## src/rtl/keypad_scan_3x3.sv

```systemverilog
// keypad_scan_3x3: 3x3 matrix keypad scanner with column synchroniser,
// full-scan snapshot debounce and one-hot key output.
// Optional build macro KEY_REPEAT_EN adds key_valid auto-repeat while a
// single accepted key stays held.
module keypad_scan_3x3 #(
  parameter int SCAN_DIV     = 4,
  parameter int DEB_SCANS    = 3,
  parameter int REPEAT_SCANS = 16
) (
  input  logic       clk,
  input  logic       rst,
  output logic [2:0] row_out,
  input  logic [2:0] col_in,
  output logic [8:0] data_out,
  output logic       key_valid,
  output logic       multi_err
);

  localparam int             CW       = (SCAN_DIV > 1) ? $clog2(SCAN_DIV) : 1;
  localparam logic [CW-1:0]  CNT_LAST = CW'(SCAN_DIV - 1);
  localparam logic [3:0]     DEB      = 4'(DEB_SCANS);

  // Elaboration-time guard on parameter ranges
  if (SCAN_DIV < 4 || DEB_SCANS < 2 || DEB_SCANS > 15 || REPEAT_SCANS < 1) begin : g_param_chk
    $error("keypad_scan_3x3: illegal parameter value");
  end

  typedef enum logic [1:0] {ROW0 = 2'd0, ROW1 = 2'd1, ROW2 = 2'd2} state_t;

  state_t          state_q;
  logic [CW-1:0]   cnt_q;
  logic [2:0]      row_q;
  logic [2:0]      sync1_q, sync2_q;
  logic [2:0]      cols;
  logic [8:0]      snap_q;
  logic            done_q;

  logic [8:0]      prev_q, prev_d;
  logic [8:0]      data_q, data_d;
  logic [3:0]      stab_q, stab_d;
  logic            kv_q, kv_d;
  logic            merr_q, merr_d;

`ifdef KEY_REPEAT_EN
  localparam int            RW       = $clog2(REPEAT_SCANS + 1);
  localparam logic [RW-1:0] REP_LAST = RW'(REPEAT_SCANS - 1);
  logic [RW-1:0]   rep_q, rep_d;
`endif

  function automatic logic [3:0] popcnt(input logic [8:0] v);
    logic [3:0] n;
    n = '0;
    for (int i = 0; i < 9; i++) n = n + {3'b000, v[i]};
    return n;
  endfunction

  // Two-flop synchroniser on the asynchronous, pulled-up column lines
  always_ff @(posedge clk) begin
    if (rst) begin
      sync1_q <= 3'b111;
      sync2_q <= 3'b111;
    end else begin
      sync1_q <= col_in;
      sync2_q <= sync1_q;
    end
  end

  // Columns are active-low at the pins; flip so pressed reads as 1
  assign cols = ~sync2_q;

  // Row scan FSM: each row held SCAN_DIV clocks, columns captured on its last clock
  always_ff @(posedge clk) begin
    if (rst) begin
      state_q <= ROW0;
      cnt_q   <= '0;
      row_q   <= 3'b110;
      snap_q  <= '0;
      done_q  <= 1'b0;
    end else begin
      done_q <= 1'b0;
      if (cnt_q == CNT_LAST) begin
        cnt_q <= '0;
        case (state_q)
          ROW0: begin
            snap_q[2:0] <= cols;
            state_q     <= ROW1;
            row_q       <= 3'b101;
          end
          ROW1: begin
            snap_q[5:3] <= cols;
            state_q     <= ROW2;
            row_q       <= 3'b011;
          end
          default: begin
            snap_q[8:6] <= cols;
            state_q     <= ROW0;
            row_q       <= 3'b110;
            done_q      <= 1'b1;  // full snapshot now complete in snap_q
          end
        endcase
      end else begin
        cnt_q <= cnt_q + CW'(1);
      end
    end
  end

  // Debounce and acceptance, evaluated the clock after each completed snapshot
  always_comb begin
    prev_d = prev_q;
    stab_d = stab_q;
    data_d = data_q;
    merr_d = merr_q;
    kv_d   = 1'b0;
`ifdef KEY_REPEAT_EN
    rep_d  = rep_q;
`endif
    if (done_q) begin
      if (snap_q == prev_q) begin
        if (stab_q != DEB) stab_d = stab_q + 4'd1;
        // Accept only on the transition into DEB, never while saturated
        if (stab_q == DEB - 4'd1) begin
          if (popcnt(snap_q) == 4'd0) begin
            data_d = '0;
            merr_d = 1'b0;
          end else if (popcnt(snap_q) == 4'd1) begin
            kv_d   = (snap_q != data_q);
            data_d = snap_q;
            merr_d = 1'b0;
          end else begin
            data_d = '0;
            merr_d = 1'b1;
          end
`ifdef KEY_REPEAT_EN
          rep_d = '0;
        end else if (stab_q == DEB && data_q != '0) begin
          // Held single key: re-pulse every REPEAT_SCANS scans after acceptance
          if (rep_q == REP_LAST) begin
            kv_d  = 1'b1;
            rep_d = '0;
          end else begin
            rep_d = rep_q + RW'(1);
          end
`endif
        end
      end else begin
        stab_d = 4'd1;
        prev_d = snap_q;
`ifdef KEY_REPEAT_EN
        rep_d  = '0;
`endif
      end
    end
  end

  // Debounce state and registered outputs
  always_ff @(posedge clk) begin
    if (rst) begin
      prev_q <= '0;
      stab_q <= '0;
      data_q <= '0;
      kv_q   <= 1'b0;
      merr_q <= 1'b0;
`ifdef KEY_REPEAT_EN
      rep_q  <= '0;
`endif
    end else begin
      prev_q <= prev_d;
      stab_q <= stab_d;
      data_q <= data_d;
      kv_q   <= kv_d;
      merr_q <= merr_d;
`ifdef KEY_REPEAT_EN
      rep_q  <= rep_d;
`endif
    end
  end

  assign row_out   = row_q;
  assign data_out  = data_q;
  assign key_valid = kv_q;
  assign multi_err = merr_q;

endmodule

```

## config.mk

```make
export PLATFORM = sky130hd
export DESIGN_NAME = keypad_scan_3x3
export DESIGN_NICKNAME = d
export VERILOG_FILES = /design/src/rtl/keypad_scan_3x3.sv
export SDC_FILE = /design/constraint.sdc
export NUM_CORES = 1
export LEC_CHECK = 0
export CORE_MARGIN = 8
export CORE_UTILIZATION = 50
export DETAILED_ROUTE_END_ITERATION = 8
export PLACE_DENSITY_LB_ADDON = 0.05
export SLEW_MARGIN = 15
export SYNTH_ARGS = -nofsm -noshare
export SYNTH_HDL_FRONTEND = slang
export SYNTH_SLANG_ARGS = --single-unit
```

## constraint.sdc

```tcl
create_clock -name clk -period 3.65 [get_ports clk]
set_input_delay 0.73 -clock clk [delete_from_list [all_inputs] [get_ports clk]]
set_output_delay 0.73 -clock clk [all_outputs]
set_load 0.01 [all_outputs]
```

## Yosys cells after proc, flatten, opt, wreduce, memory -nomap -nowiden

Cells that the tools add are included.

- Add/sub/neg operators: 10
- Equal/unequal tests: 8
- Mux-type cells: 9
- Bitwise gates (word level): 7
- Reduce and logical (&&, ||, !) cells: 12

Operators by type and width:

| cell | number |
|---|---|
| adder 4 x 1 -> 4 bit | 5 |
| two-way mux 9 bit | 2 |
| AND reduction 2 bit | 5 |
| equality test 9 bit | 1 |
| != test 9 bit | 1 |
| two-way mux 4 bit | 2 |
| inverter 1 bit | 6 |
| one-hot mux 3 bit (2 select lines) | 1 |
| OR reduction 2 bit | 3 |
| OR reduction 6 bit | 1 |
| adder 3 x 1 -> 4 bit | 1 |
| adder 4 x 1 -> 4 bit, second input constant | 1 |
| equality test 4 x 1 -> 1 bit, second input constant | 1 |
| equality test 4 x 2 -> 1 bit, second input constant | 1 |
| zero test 4 bit | 1 |
| != test 4 x 2 -> 1 bit, second input constant | 1 |
| one-hot mux 2 bit (2 select lines) | 1 |
| adder 2 x 1 -> 3 bit | 1 |
| two-way mux 1 bit | 3 |
| inverter 3 bit | 1 |
| AND reduction 3 bit | 1 |
| adder 1 x 1 -> 2 bit | 1 |
| adder 2 x 1 -> 2 bit, second input constant | 1 |
| equality test 2 x 1 -> 1 bit, second input constant | 1 |
| other kinds (3) | 3 |

- Register bits after elaboration: 47
- Input port bits: 5
- Output and inout port bits: 14
- Word-level logic and storage cells: 60

## Depth between registers and ports, before layout

Gate-level depths: netlist of the first run.

- Depth in word-level cells: 11
- Gate-level depth with buffers: 14

## Worst setup path after synthesis of the first run

No wires, ideal clock.

- Path kind: register to register
- From: register snap_q[0]
- To: register kv_q (netlist: key_valid)
- Setup time: 88 ps
- Arrival: 3518 ps
- Slack: 44 ps
- Stages on the path, launching flop included: 15
- Path buffers: 2
- Period minus slack after synthesis: 3606 ps
- Cells stage by stage: dfxtp_1 clkbuf_2 inv_1 fa_1 fa_1 fa_1 inv_1 fa_1 inv_1 fa_1 a211oi_1 mux2_2 clkbuf_1 nand3_1 a311oi_2

- Longest elaborated chain between the ends: 11
- Elaborated cells on any way between the ends: 15
- Those cells by class: add/sub (8); eq/ne (3); bitwise (2); reduce/logical (2)

Ends and longest elaborated chain:

| item | line | RTL |
|---|---|---|
| from (decl) | 35 | `logic [8:0] snap_q;` |
| from (signal assigned) | 85 | `snap_q[2:0] <= cols;` |
| adder 1 x 1 -> 2 bit | 53 | `for (int i = 0; i < 9; i++) n = n + {3'b000, v[i]};` |
| adder 2 x 1 -> 3 bit | 53 |  |
| adder 3 x 1 -> 4 bit | 53 |  |
| adder 4 x 1 -> 4 bit (5 in series) | 53 |  |
| equality test 4 x 1 -> 1 bit | 125 | `end else if (popcnt(snap_q) == 4'd1) begin` |
| inverter 1 bit (no source line) | - |  |
| OR reduction 6 bit (no source line) | - |  |
| to (signal assigned) | 170 | `kv_q <= kv_d;` |
| to (decl) | 41 | `logic kv_q, kv_d;` |

Parallel ways exist; a longest one is shown, timed or not.
A chain may end at the register's enable or synchronous reset.

## Worst setup path in the final report of the first run

- From: register snap_q[0]
- To: register merr_q (netlist: multi_err)

- Longest elaborated chain between the ends: 11
- Elaborated cells on any way between the ends: 14
- Those cells by class: add/sub (8); eq/ne (2); mux (2); reduce/logical (2)

Ends and longest elaborated chain:

| item | line | RTL |
|---|---|---|
| adder 1 x 1 -> 2 bit | 53 |  |
| adder 2 x 1 -> 3 bit | 53 |  |
| adder 3 x 1 -> 4 bit | 53 |  |
| adder 4 x 1 -> 4 bit (5 in series) | 53 |  |
| equality test 4 x 1 -> 1 bit | 125 |  |
| two-way mux 1 bit | 125 |  |
| two-way mux 1 bit | 122 | `if (popcnt(snap_q) == 4'd0) begin` |
| to (signal assigned) | 171 | `merr_q <= merr_d;` |
| to (decl) | 42 | `logic merr_q, merr_d;` |

Parallel ways exist; a longest one is shown, timed or not.

==> results of run 1 <==
==> logic make-up after synthesis <==
kind of cell | after synthesis
DFF | 47
AOI/OAI and AO/OA | 23
buffers and inverters | 32
adders and majority gates | 10
and+or+nand+nor | 84
muxes | 20
xor gates and xnor gates | 19
==> state kept, by name (all words and copies together) (netlist names) <==
signal,count
cnt_q,2
data_out,9
done_q,1
key_valid,1
multi_err,1
prev_q,9
row_out,3
snap_q,9
stab_q,4
state_q,2
sync1_q,3
sync2_q,3
==> area by class of cell <==
type	count	area share
inverters	16	0.0228
flip-flops and latches	47	0.357
multi-input cells	157	0.466
clock inverters	3	0.00759
repair buffers	28	0.0967
well taps	52	0.0247
clock buffers	5	0.0261
==> layer usage <==
layer / part of all wire / global-route usage
met1: 0.45 / 0.149
met2: 0.50 / 0.234
met3: 0.037 / 0.0391
met4: 0.0081 / 0.0330
met5: 0 / 0
==> timing repair <==
item                                    4_1_cts  5_1_grt
endpoints found under the setup margin        0       10
resized for setup                             0        4
setup buffers                                 0        1
==> worst max path at each step <==
stage,endpoint,cells past startpoint,start
CTS,key_valid$_SDFF_PP0_,12,snap_q[0]$_SDFFE_PP0P_
global route,data_out[6]$_SDFFE_PP0P_,13,snap_q[0]$_SDFFE_PP0P_
detailed placement,key_valid$_SDFF_PP0_,12,snap_q[0]$_SDFFE_PP0P_
floorplan,key_valid$_SDFF_PP0_,14,snap_q[0]$_SDFFE_PP0P_
global placement,multi_err$_SDFFE_PP0P_,12,snap_q[0]$_SDFFE_PP0P_
finish,multi_err$_SDFFE_PP0P_,12,snap_q[0]$_SDFFE_PP0P_
==> worst reg2reg max path, stage by stage, from the launching register on <==
cell and delay (ns):
dfxtp_1 0.34, inv_1 0.07, fa_1 0.56, fa_1 0.44
fa_1 0.43, inv_1 0.09, fa_2 0.23, inv_1 0.06
fa_2 0.37, a211oi_2 0.22, mux2_4 0.23, a21oi_1 0.07
mux2_2 0.27
==> stage by stage <==
stage / cells / hold slack [ns] / worst slack (ns) / power (µW)
floorplan: 235 / 0.389 / 0.0439 / 598
global placement: 298 / 0.397 / 0.267 / 621
detailed placement: 298 / 0.402 / 0.0974 / 627
CTS: 306 / 0.425 / 0.0605 / 939
global route: 308 / 0.431 / -0.0321 / 972
finish: 308 / 0.419 / 0.158 / 930
==> where the power goes <==
| group | switching, µW | leakage [µW] | internal (µW) |
|---|---|---|---|
| logic | 44.1 | 0.000618 | 37.2 |
| clock network | 182 | 0.0000402 | 134 |
| registers | 8.76 | 0.000381 | 525 |
| total | 235 | 0.00104 | 695 |
==> layout by cell type (no fill, tap or decap), types with 2 or more instances in the layout <==
master / n
ha_1: 5
xnor2_1: 6
mux2i_1: 18
nor3_2: 2
fa_1: 3
clkdlybuf4s50_1: 18
o21bai_1: 2
nand2b_1: 19
or2_2: 6
nor3_1: 6
clkbuf_8: 5
mux2_2: 2
clkinvlp_4: 2
nor2b_1: 4
nor2_1: 20
buf_4: 10
dfxtp_1: 47
xor2_1: 12
nand4_1: 15
nor3b_1: 2
nand2_1: 4
fa_2: 2
a31oi_1: 2
a211oi_1: 9
inv_1: 15
a21oi_1: 3
o21a_1: 2
==> impl_metrics.py, run 1 <==
metrics = {
    "timing": {
        "max_freq_mhz": 286,
        "setup_viol": 0,
        "fin_crit_ns": 3.49,
        "drv_slew": 0,
        "finalClockSkew_ns": 0.0114,
        "max_slew.worst_pin.slew_ns": 0.864,
        "fin_tns_setup_ns": 0,
        "relSlewSlack": 0.419,
        "period_share": 0.957,
        "finalHoldViolations": 0,
    },
    "outcome": {
        "outcome": "finished clean",
    },
    "yosys": {
        "yosysMostFrequentCell": "dfxtp_1",
        "synth_top_family_by_area": "simple AND/OR/NAND/NOR gates",
        "ys_warn_count": 0,
        "ys_top_cells_by_count": "47 x dfxtp_1, 20 x nor2_1, 19 x nand2b_1",
        "synth_nets": 250,
        "yosys-mux-area-fraction": 0.0887,
        "yosysTopAreaCellShare": 0.412,
        "synth_edf_count": 0,
        "synth_area_per_cell_um2": 9.73,
        "async_reset_ff_frac": 0,
        "synthXorXnorAreaFrac": 0.0761,
        "netlist_top_cells_area": "dfxtp_1 41%, mux2i_1 7.9%, nand2b_1 5.2%",
        "yosysTopAreaCell": "dfxtp_1",
        "yosys.area_share.simple": 0.215,
        "synth-compound-area-share": 0.0761,
        "synthCells": 235,
        "synth.yosys.seq_area_share": 0.412,
        "yosysUniqueCellTypes": 39,
        "yosys.area_share.adder": 0.0712,
        "synth.ff_latch_count": 47,
        "syn_area_mm2": 0.00229,
        "synth_ff_type": "dfxtp_1",
    },
    "finish": {
        "fillCellCount": 387,
        "final_area_mm2": 0.00264,
        "final_nets": 270,
        "drive_above_1_share": 0.148,
        "area_growth_pct": 15.4,
        "final_core_util": 0.602,
        "multiInputGateArea_mm2": 0.00123,
        "antenna_cells": 0,
        "register_area_um2": 941,
    },
    "route": {
        "vias": 1674,
        "dr.pass1.iters": 5,
        "drc": 0,
        "drt_iter0_drc": 79,
        "wirelength_um": 4680,
        "antenna_left": 0,
        "wl_per_cell_um": 15.2,
        "via_per_inst": 5.44,
    },
    "worst_setup_path": {
        "cp_top_family": "adder cells",
        "arrival_ns": 3.68,
        "critical_path_class": "reg -> reg",
        "r2r_start": "snap_q[0]$_SDFFE_PP0P_",
        "rrSetupSlack_ns": 0.16,
        "crit_buf_inv": 3,
        "cp_slowest_cell": "fa_1",
        "cp_max_fo": 5,
        "rr_worst_depth": 12,
        "r2r_end": "multi_err$_SDFFE_PP0P_",
        "cp_data_required_time_ns": 3.84,
        "worstPathCellList": "inv_1 -> fa_1 -> fa_1 -> fa_1 -> inv_1 -> fa_2 -> inv_1 -> fa_2 -> a211oi_2 -> mux2_4 -> a21oi_1 -> mux2_2",
        "critPathMaxStageDelay_ns": 0.56,
        "worstSetupStartpointType": "flip-flop",
        "crit_path_end_kind": "flip-flop",
    },
    "floorplan": {
        "design.core.area_mm2": 0.00438,
        "die-area_mm2": 0.00699,
        "row_count": 24,
        "die_w_um": 83.6,
        "chipHeight_um": 83.6,
        "start_util": 0.521,
        "ios": 19,
    },
    "grt": {
        "grt_overflow": 0,
        "grt_max_degree": 28,
        "grt.total_usage": 0.132,
        "grt_pass1_vias": 1680,
        "antenna_found_initial": 0,
        "grt_first_pass_wirelength_um": 7770,
    },
    "cts": {
        "clockRootBuffer": "clkbuf_8",
        "insertion_delay_ns": 0.30,
        "cts_inserted_buffers": 5,
        "cts_tree": "done",
        "path_clk_slew_ns": 0.09,
        "cts-htree-levels": 2,
        "cts_sinks": 47,
        "ctsHoldBuffers": 0,
        "cts.path.max_buffers": 2,
    },
    "pwr": {
        "power_density_mw_per_mm2": 353,
        "peakVddDrop_mv": 0.241,
        "leakagePower_uw": 0.00104,
    },
    "placed_design": {
        "place_hpwl_um": 3370,
        "portBuffers": 18,
        "placed_cell_area_mm2": 0.00252,
        "gp_congestion": 0.843,
    },
    "worst_hold_path": {
        "hold_path.class": "reg -> reg",
        "min_to": "sync2_q[1]$_SDFF_PP1_",
        "holdPathStages": 1,
        "hp-start": "sync1_q[1]$_SDFF_PP1_",
    },
    "run": {
        "max_cap_viol_count": 0,
    },
}
No activity file was read; power rests on OpenSTA's default activity.
==> run 2, diff against run 1 <==
--- a/config.mk
+++ b/config.mk
@@ -5,6 +5,7 @@
 export SDC_FILE = /design/constraint.sdc
 export NUM_CORES = 1
 export LEC_CHECK = 0
+export CAP_MARGIN = 20
 export CORE_MARGIN = 8
 export CORE_UTILIZATION = 50
 export DETAILED_ROUTE_END_ITERATION = 8
==> results of run 2 <==
No change in the layout: final DEF, timing and power equal those of run 1.
==> run 3, diff against run 2 <==
--- a/config.mk
+++ b/config.mk
@@ -7,8 +7,9 @@
 export LEC_CHECK = 0
 export CAP_MARGIN = 20
 export CORE_MARGIN = 8
-export CORE_UTILIZATION = 50
+export CORE_UTILIZATION = 44
 export DETAILED_ROUTE_END_ITERATION = 8
+export MAX_ROUTING_LAYER = met4
 export PLACE_DENSITY_LB_ADDON = 0.05
 export SLEW_MARGIN = 15
 export SYNTH_ARGS = -nofsm -noshare
==> impl_metrics.py, run 3 (synthesis results as in run 1) <==
metrics = {
    "route": {
        "vias": 1617,
        "drc": 0,
        "drt_iter0_drc": 73,
        "wl_per_cell_um": 13.6,
        "wirelength_um": 4390,
        "via_per_inst": 5.01,
        "antenna_left": 0,
        "dr.pass1.iters": 4,
    },
    "worst_hold_path": {
        "hold_path.class": "reg -> reg",
    },
    "run": {
        "max_cap_viol_count": 0,
    },
    "finish": {
        "area_growth_pct": 14.9,
        "drive_above_1_share": 0.126,
        "final_nets": 267,
        "antenna_cells": 0,
        "final_common_cell": "dfxtp_1",
        "layout_common_cells": "47 x dfxtp_1, 20 x nor2_1, 19 x nand2b_1, 18 x mux2i_1, 18 x clkdlybuf4s50_1",
    },
    "cts": {
        "cts_setup_buffers": 0,
        "clockRootBuffer": "clkbuf_8",
        "insertion_delay_ns": 0.31,
        "ctsResizeCount": 0,
        "cts_tree": "done",
        "path_clk_slew_ns": 0.08,
        "cts.path.max_buffers": 2,
        "cts_sinks": 47,
        "cts_inserted_buffers": 5,
        "ctsHoldBuffers": 0,
        "cts-htree-levels": 2,
    },
    "timing": {
        "relSlewSlack": 0.433,
        "fin_tns_setup_ns": 0,
        "max_slew.worst_pin.slew_ns": 0.844,
        "finalHoldViolations": 0,
        "setup_viol": 0,
        "finalWorstSetupSlack_ns": 0.165,
        "period_share": 0.955,
        "max_freq_mhz": 287,
        "rsz0062_at_grt": "no",
        "finalClockSkew_ns": 0.0142,
        "drv_slew": 0,
        "fin_crit_ns": 3.48,
    },
    "floorplan": {
        "start_util": 0.450,
        "die_w_um": 88.1,
        "ios": 19,
        "chipHeight_um": 88.1,
        "row_count": 26,
        "die-area_mm2": 0.00776,
        "design.core.area_mm2": 0.00507,
    },
    "outcome": {
        "outcome": "finished clean",
    },
    "grt": {
        "grt_overflow": 0,
        "grt_pass1_vias": 1534,
        "antenna_found_initial": 0,
        "grt_max_degree": 53,
        "grt.total_usage": 0.125,
        "grt_first_pass_wirelength_um": 7320,
    },
    "worst_setup_path": {
        "cp_slowest_cell": "fa_1",
        "worstSetupStartpointType": "flip-flop",
        "critical_path_class": "reg -> reg",
        "crit_path_end_kind": "flip-flop",
        "cp_max_fo": 11,
        "worstPathCellList": "inv_1 -> fa_1 -> fa_1 -> fa_1 -> inv_1 -> fa_1 -> inv_1 -> fa_1 -> a211oi_1 -> mux2_4 -> a21oi_1 -> mux2_2",
        "arrival_ns": 3.67,
        "crit_top_cell": "fa_1",
        "critPathMaxStageDelay_ns": 0.55,
        "cp_data_required_time_ns": 3.84,
    },
    "pwr": {
        "finalPower_uw": 932,
        "peakVddDrop_mv": 0.234,
        "leakagePower_uw": 0.00103,
        "power_density_mw_per_mm2": 355,
    },
    "placed_design": {
        "place_hpwl_um": 3090,
        "pre_cts_ws_ns": 0.168,
        "gp_congestion": 0.806,
        "portBuffers": 18,
    },
}
## run 3: where the power goes
group	switching, µW	internal [µW]
logic	42.2	35.7
registers	8.30	525
clock network	183	137
total	234	698
## run 3: worst max-delay path, delay by kind of cell (launching register included)
kind            cells  cell delay, ns
fa+ha+maj           5            1.98
flops               1            0.33
buf+inv             3            0.19
mux                 2            0.55
compound gates      2            0.33
## run 3: final timing paths
path | startpoint | end | slack [ns] | depth (start not counted)
max | snap_q[0]$_SDFFE_PP0P_ | multi_err$_SDFFE_PP0P_ | 0.17 | 12
min reg2reg | sync1_q[1]$_SDFF_PP1_ | sync2_q[1]$_SDFF_PP1_ | 0.42 | 1
max reg2reg | snap_q[0]$_SDFFE_PP0P_ | multi_err$_SDFFE_PP0P_ | 0.17 | 12
min | sync1_q[1]$_SDFF_PP1_ | sync2_q[1]$_SDFF_PP1_ | 0.42 | 1
## run 3: area by class of cell
type / instances / area [µm²]
timing repair buffer: 26 / 240
clock inverter: 3 / 22.5
clock buffer: 5 / 68.8
inverter: 16 / 60.1
multi-input combinational: 156 / 1210
sequential: 47 / 941
tap: 70 / 87.6
fill: 504 / 2450
## run 3: routing by layer
layer  part of all wire  vias to the layer above  global-route usage
li1                   -                      829                   -
met1               0.50                      764               0.161
met2               0.46                       17               0.192
met3              0.026                        7              0.0310
met4              0.010                        0              0.0323
met5                  0                        -                   -
## run 3: through the flow
step / cell area [µm²] / hold WS, ns / instances / utilization
after floorplan: 2290 / 0.389 / 235 / -
after global placement: 2530 / 0.396 / 315 / 0.499
final: 2630 / 0.416 / 323 / 0.518
after global routing: 2630 / 0.431 / 323 / 0.518
after detailed placement: 2530 / 0.399 / 315 / 0.499
after CTS: 2620 / 0.421 / 323 / 0.517
==> variant 1, RTL diff (settings of run 2) <==
Set the parameter `SCAN_DIV` to 8 (it was 4).
--- a/src/rtl/keypad_scan_3x3.sv
+++ b/src/rtl/keypad_scan_3x3.sv
@@ -4,5 +4,5 @@
 // single accepted key stays held.
 module keypad_scan_3x3 #(
-  parameter int SCAN_DIV     = 4,
+  parameter int SCAN_DIV     = 8,
   parameter int DEB_SCANS    = 3,
   parameter int REPEAT_SCANS = 16
Formal check against the unedited RTL: not equivalent (Yosys sat finds a counterexample within 10 cycles, from zero or initial values and one cycle with rst high).
==> variant 1 against run 2 <==
  * Cell count stayed put
  * Sequential cell count is 1 higher
  * Largest cell class unchanged
  * Critical endpoint unchanged
  * Utilization is 1.3 points lower
  * Routed wire length is 11% lower
  * Area after synthesis is 0.49% lower
  * Highest routed layer unchanged
  * Clock skew is 0.0042 ns lower
  * Non-clock buffer count is 3 lower
  * Setup slack better by 0.10 ns
  * Final area is 2.1% lower
  * Fmax is 2.9% higher
Power is not compared: it rests on default switching activity, and its combinational part moved more than twofold at a synthesized area within 25%.
==> variant 1: results (changes against run 2) <==
Status
  – Outcome: finished clean

Yosys
  – Sequential element share of the synthesized area: 0.422 (+0.0108)
  – XOR/XNOR Fraction of Synth Area: 0.0759 (-0.000173)
  – Post-synth cell types: 40 (+2.6%)
  – Mux share of post-synthesis cell area: 0.0842 (-0.00451)
  – Post-synthesis compound-gate area fraction: 0.0765 (+0.000377)
  – Mapped Cells: 241 (+2.6%)
  – Synth top cells by count: 48 x sky130_fd_sc_hd__dfxtp_1, 23 x sky130_fd_sc_hd__nor2_1, 21 x sky130_fd_sc_hd__nand2_1

Timing
  – Pin slew with the least headroom to its limit: 0.843 ns (-0.0211 ns)
  – Clock period minus worst slack: 3.39 ns (-0.0997 ns)
  – Final Skew: 0.00722 ns (-0.00415 ns)

Routing
  – Number of iterations in the first detailed-routing pass: 4 (-1)
  – Vias after detailed routing: 1,616 (-3.5%)
  – Total Routed Length: 4.14 mm (-11%)

Placed design
  – Pre-CTS WS: 0.281 ns (+0.184 ns)
  – Post-detailed-placement half-perimeter wirelength: 3.04 mm (-9.8%)
  – # placed instances: 300 (+0.67%)
  – GPL Wtd Cong: 0.834 (-1.0%)
  – Dpl cell area: 2480 um^2 (-1.3%)

Final layout
  – Fraction of layout instances using a drive strength above 1: 0.121 (-0.0273)
  – Filler cells: 394 (+1.8%)
  – # nets final: 271 (+0.37%)

Global routing
  – Via count of the first global-routing pass: 1,511 (-10%)
  – Total global routing track utilization: 0.121 (-0.0109)
  – Wire length of the first global-routing pass: 7.23 mm (-6.9%)

Worst setup path
  – Register-to-Register Setup Slack: 0.26 ns (+0.10 ns)
  – Worst-path maximum fanout: 11 (+6)
[variant 1: power by group through the flow]
| stage | clock network, mW | registers [mW] | logic (mW) |
|---|---|---|---|
| final | 0.334 | 0.536 | 0.0296 |
| after global routing | 0.366 | 0.538 | 0.0340 |
| after CTS | 0.340 | 0.537 | 0.0300 |
| after detailed placement | 0 | 0.549 | 0.0298 |
| after global placement | 0 | 0.549 | 0.0300 |
| after floorplan | 0 | 0.548 | 0.0196 |
[variant 1: layout make-up]
type | instances | area share
clock inverters | 2 | 0.00581
multi-input cells | 158 | 0.450
clock buffers | 6 | 0.0320
well taps | 52 | 0.0252
flip-flops and latches | 48 | 0.372
repair buffers | 25 | 0.0901
inverters | 17 | 0.0247
[variant 1: per-layer routing]
| layer | vias to the layer above | routed length, um | part of all wire | GRT usage |
|---|---|---|---|---|
| met4 | 0 | 21 | 0.0051 | 0.0235 |
| li1 | 832 | - | - | - |
| met5 | - | 0 | 0 | 0 |
| met3 | 2 | 163 | 0.039 | 0.0342 |
| met2 | 28 | 1820 | 0.44 | 0.188 |
| met1 | 754 | 2140 | 0.52 | 0.162 |
[variant 1: worst min path at each step]
stage | start | endpoint | slack, ns | cells after the start
finish | sync1_q[2] | sync2_q[2] | 0.41 | 1
floorplan | sync1_q[0] | sync2_q[0] | 0.39 | 1
global route | sync1_q[2] | sync2_q[2] | 0.42 | 1
detailed placement | sync1_q[2] | sync2_q[2] | 0.39 | 1
global placement | sync1_q[2] | sync2_q[2] | 0.39 | 1
CTS | sync1_q[2] | sync2_q[2] | 0.42 | 1
[variant 1: kinds of logic after synthesis]
group                    Yosys count
adder cells (fa/ha/maj)           11
buffers and inverters             35
flip-flops                        48
AO/OA/AOI/OAI                     23
multiplexers                      19
AND/OR/NAND/NOR                   87
XOR/XNOR                          18
==> variant 2, RTL diff (flow settings as in run 2) <==
Without the edit above. Register the input `col_in` before use, cleared by the reset. The logic sees it one clock later.
--- a/src/rtl/keypad_scan_3x3.sv
+++ b/src/rtl/keypad_scan_3x3.sv
@@ -20,4 +20,14 @@
   localparam logic [CW-1:0]  CNT_LAST = CW'(SCAN_DIV - 1);
   localparam logic [3:0]     DEB      = 4'(DEB_SCANS);
+
+  logic [2:0] col_q;
+
+  always_ff @(posedge clk) begin
+    if (rst) begin
+      col_q <= '0;
+    end else begin
+      col_q <= col_in;
+    end
+  end
 
   // Elaboration-time guard on parameter ranges
@@ -61,5 +71,5 @@
       sync2_q <= 3'b111;
     end else begin
-      sync1_q <= col_in;
+      sync1_q <= col_q;
       sync2_q <= sync1_q;
     end
Check against the original RTL: same outputs for any inputs over 10 cycles, from zero or initial values and one cycle with rst high; that may be too few to reach the edited logic, so the function may still have changed.
==> variant 2 against run 2 <==
  * Area after synthesis is 0.88% higher
  * Total power is 12% higher
  * Routed wire length is 3.3% lower
  * Highest routed layer unchanged
  * Sequential cell count is 3 higher
  * Setup slack better by 0.087 ns
  * Largest cell class unchanged
  * Die area is 0.71% higher
  * Cell count is 1.6% higher
  * Via count is 1.2% lower
  * Final area is 0.57% higher
==> variant 2: results (changes against run 2) <==
Status
  – Outcome: finished clean

Yosys
  – Post-synthesis compound-gate area fraction: 0.0689 (-0.00717)
  – Post-synth cell types: 37 (-5.1%)
  – Sequential element share of the synthesized area: 0.434 (+0.0225)
  – Share of synthesized cell area in full adder, half adder and majority cells: 0.0705 (-0.000618)
  – Synth top cells by count: 50 x sky130_fd_sc_hd__dfxtp_1, 22 x sky130_fd_sc_hd__nand2_1, 22 x sky130_fd_sc_hd__nor2_1
  – Mux share of post-synthesis cell area: 0.0879 (-0.000770)
  – Fraction of registers with async set or reset after synthesis: 0 (unchanged)
  – XOR/XNOR Fraction of Synth Area: 0.0716 (-0.00446)
  – Number of nets in the synthesized netlist: 260 (+4.0%)
  – Area contributors post-synth: sky130_fd_sc_hd__dfxtp_1 43%, sky130_fd_sc_hd__mux2i_1 7.8%, sky130_fd_sc_hd__fa_1 4.3%, sky130_fd_sc_hd__xor2_1 4.2%, sky130_fd_sc_hd__nand2_1 3.6%

Global routing
  – Total global routing track utilization: 0.133 (+0.00161)
  – Via count of the first global-routing pass: 1,590 (-5.4%)
  – Maximum number of pins on one net before global-route repair: 36 (+29%)
  – Number of antenna violations at the first check in global routing: 0 (unchanged)
  – Wire length of the first global-routing pass: 7.75 mm (-0.27%)

Worst setup path
  – Kind of cell adding the most delay to the critical path: adder cells
  – Data arrival at the endpoint of the critical path: 3.59 ns (-0.09 ns)
  – Delay contributed by the slowest stage of the critical path: 0.56 ns (about the same)
  – Critical-path cell with the highest stage delay: sky130_fd_sc_hd__fa_1

Routing
  – Total Routed Length: 4.52 mm (-3.3%)
  – Violation count after the first detailed-routing iteration: 67 (-15%)
  – Number of iterations in the first detailed-routing pass: 4 (-1)
  – Vias per cell: 5.28 (-2.8%)

Clocking
  – Clock slew at reported path FFs: 0.09 ns (about the same)
  – Clk root buf: sky130_fd_sc_hd__clkbuf_8
  – Clock buffers created by TritonCTS: 5 (unchanged)
  – Level count of the clock H-tree: 2 (unchanged)
  – Clock latency at the later pin of the worst-skew pair: ~0.31 ns

Final layout
  – # nets final: 275 (+1.9%)
  – Count of antenna diodes in the layout: 0 (unchanged)
  – Fraction of layout instances using a drive strength above 1: 0.119 (-0.0297)

Placed design
  – Post-detailed-placement half-perimeter wirelength: 3.13 mm (-7.3%)
  – Buffers on Ports: 18 (unchanged)
  – GPL Wtd Cong: 0.765 (-9.2%)

Timing
  – Final Skew: 0.00599 ns (-0.00539 ns)
  – Max-Slew Margin vs Limit: 0.391 (-0.0282)

Pwr
  – Cell-internal power: 0.800 mW (+15%)
  – Static leakage: 1.07 nW (+2.9%)
  – Peak supply drop: 298 uV (+24%)

Worst hold path
  – Kind of path behind the tightest hold check: reg -> reg
## variant 2: cell count changes after synthesis, sizes merged, moves of 3 or more
cell / delta
nand2b: -19
nand2: +18
clkbuf: +3
dfxtp: +3
nand3: +3
nor3: -3
## variant 2: cell type report
cell class	instances	area (um^2)
clock buffer	6	72.6
clock inverter	2	37.5
fill	389	1760
inverter	17	63.8
multi-input combinational	160	1170
sequential	50	1000
tap	52	65.1
timing repair buffer	26	240
## variant 2: cells by family after synthesis
family | Yosys count
AO/OA/AOI/OAI | 22
XOR/XNOR | 18
adder cells (fa/ha/maj) | 10
buffers and inverters | 36
flip-flops | 50
multiplexers | 20
AND/OR/NAND/NOR | 89
## variant 2: metrics by stage
| step | power, mW | area (um^2) | utilization | instances | setup slack [ns] |
|---|---|---|---|---|---|
| floorplan | 0.639 | 2310 | - | 245 | 0.0133 |
| global placement | 0.663 | 2510 | 0.569 | 303 | 0.244 |
| detailed placement | 0.663 | 2510 | 0.569 | 303 | 0.150 |
| CTS | 1.05 | 2620 | 0.594 | 311 | 0.118 |
| global route | 1.09 | 2650 | 0.601 | 313 | 0.0594 |
| finish | 1.04 | 2650 | 0.601 | 313 | 0.245 |
## variant 2: what timing repair did
action	in CTS	in global routing
resized for setup	0	3
endpoints found under the setup margin	0	8
buffers inserted	0	1
## variant 2: power groups by stage
stage / sequential, mW / combinational (mW) / clock, mW
6_report: 0.569 / 0.0815 / 0.393
5_1_grt: 0.571 / 0.0938 / 0.423
4_1_cts: 0.569 / 0.0825 / 0.402
3_5_place_dp: 0.582 / 0.0817 / 0
3_3_place_gp: 0.582 / 0.0808 / 0
2_1_floorplan: 0.580 / 0.0588 / 0
## variant 2: per-layer routing
layer / track usage / wire, um / vias to the layer above
met5: 0 / 0 / -
li1: - / - / 853
met1: 0.169 / 2310 / 768
met3: 0.0449 / 160 / 6
met2: 0.208 / 2000 / 27
met4: 0.0377 / 45 / 0
## variant 2: worst paths after layout
kind	start	endpoint	slack, ns	cells after the start
worst max-delay path	snap_q[0]	data_out[6]	0.24	13
worst min register to register	col_q[1]	sync1_q[1]	0.41	1
worst min-delay path	col_q[1]	sync1_q[1]	0.41	1
worst max register to register	snap_q[0]	data_out[6]	0.24	13
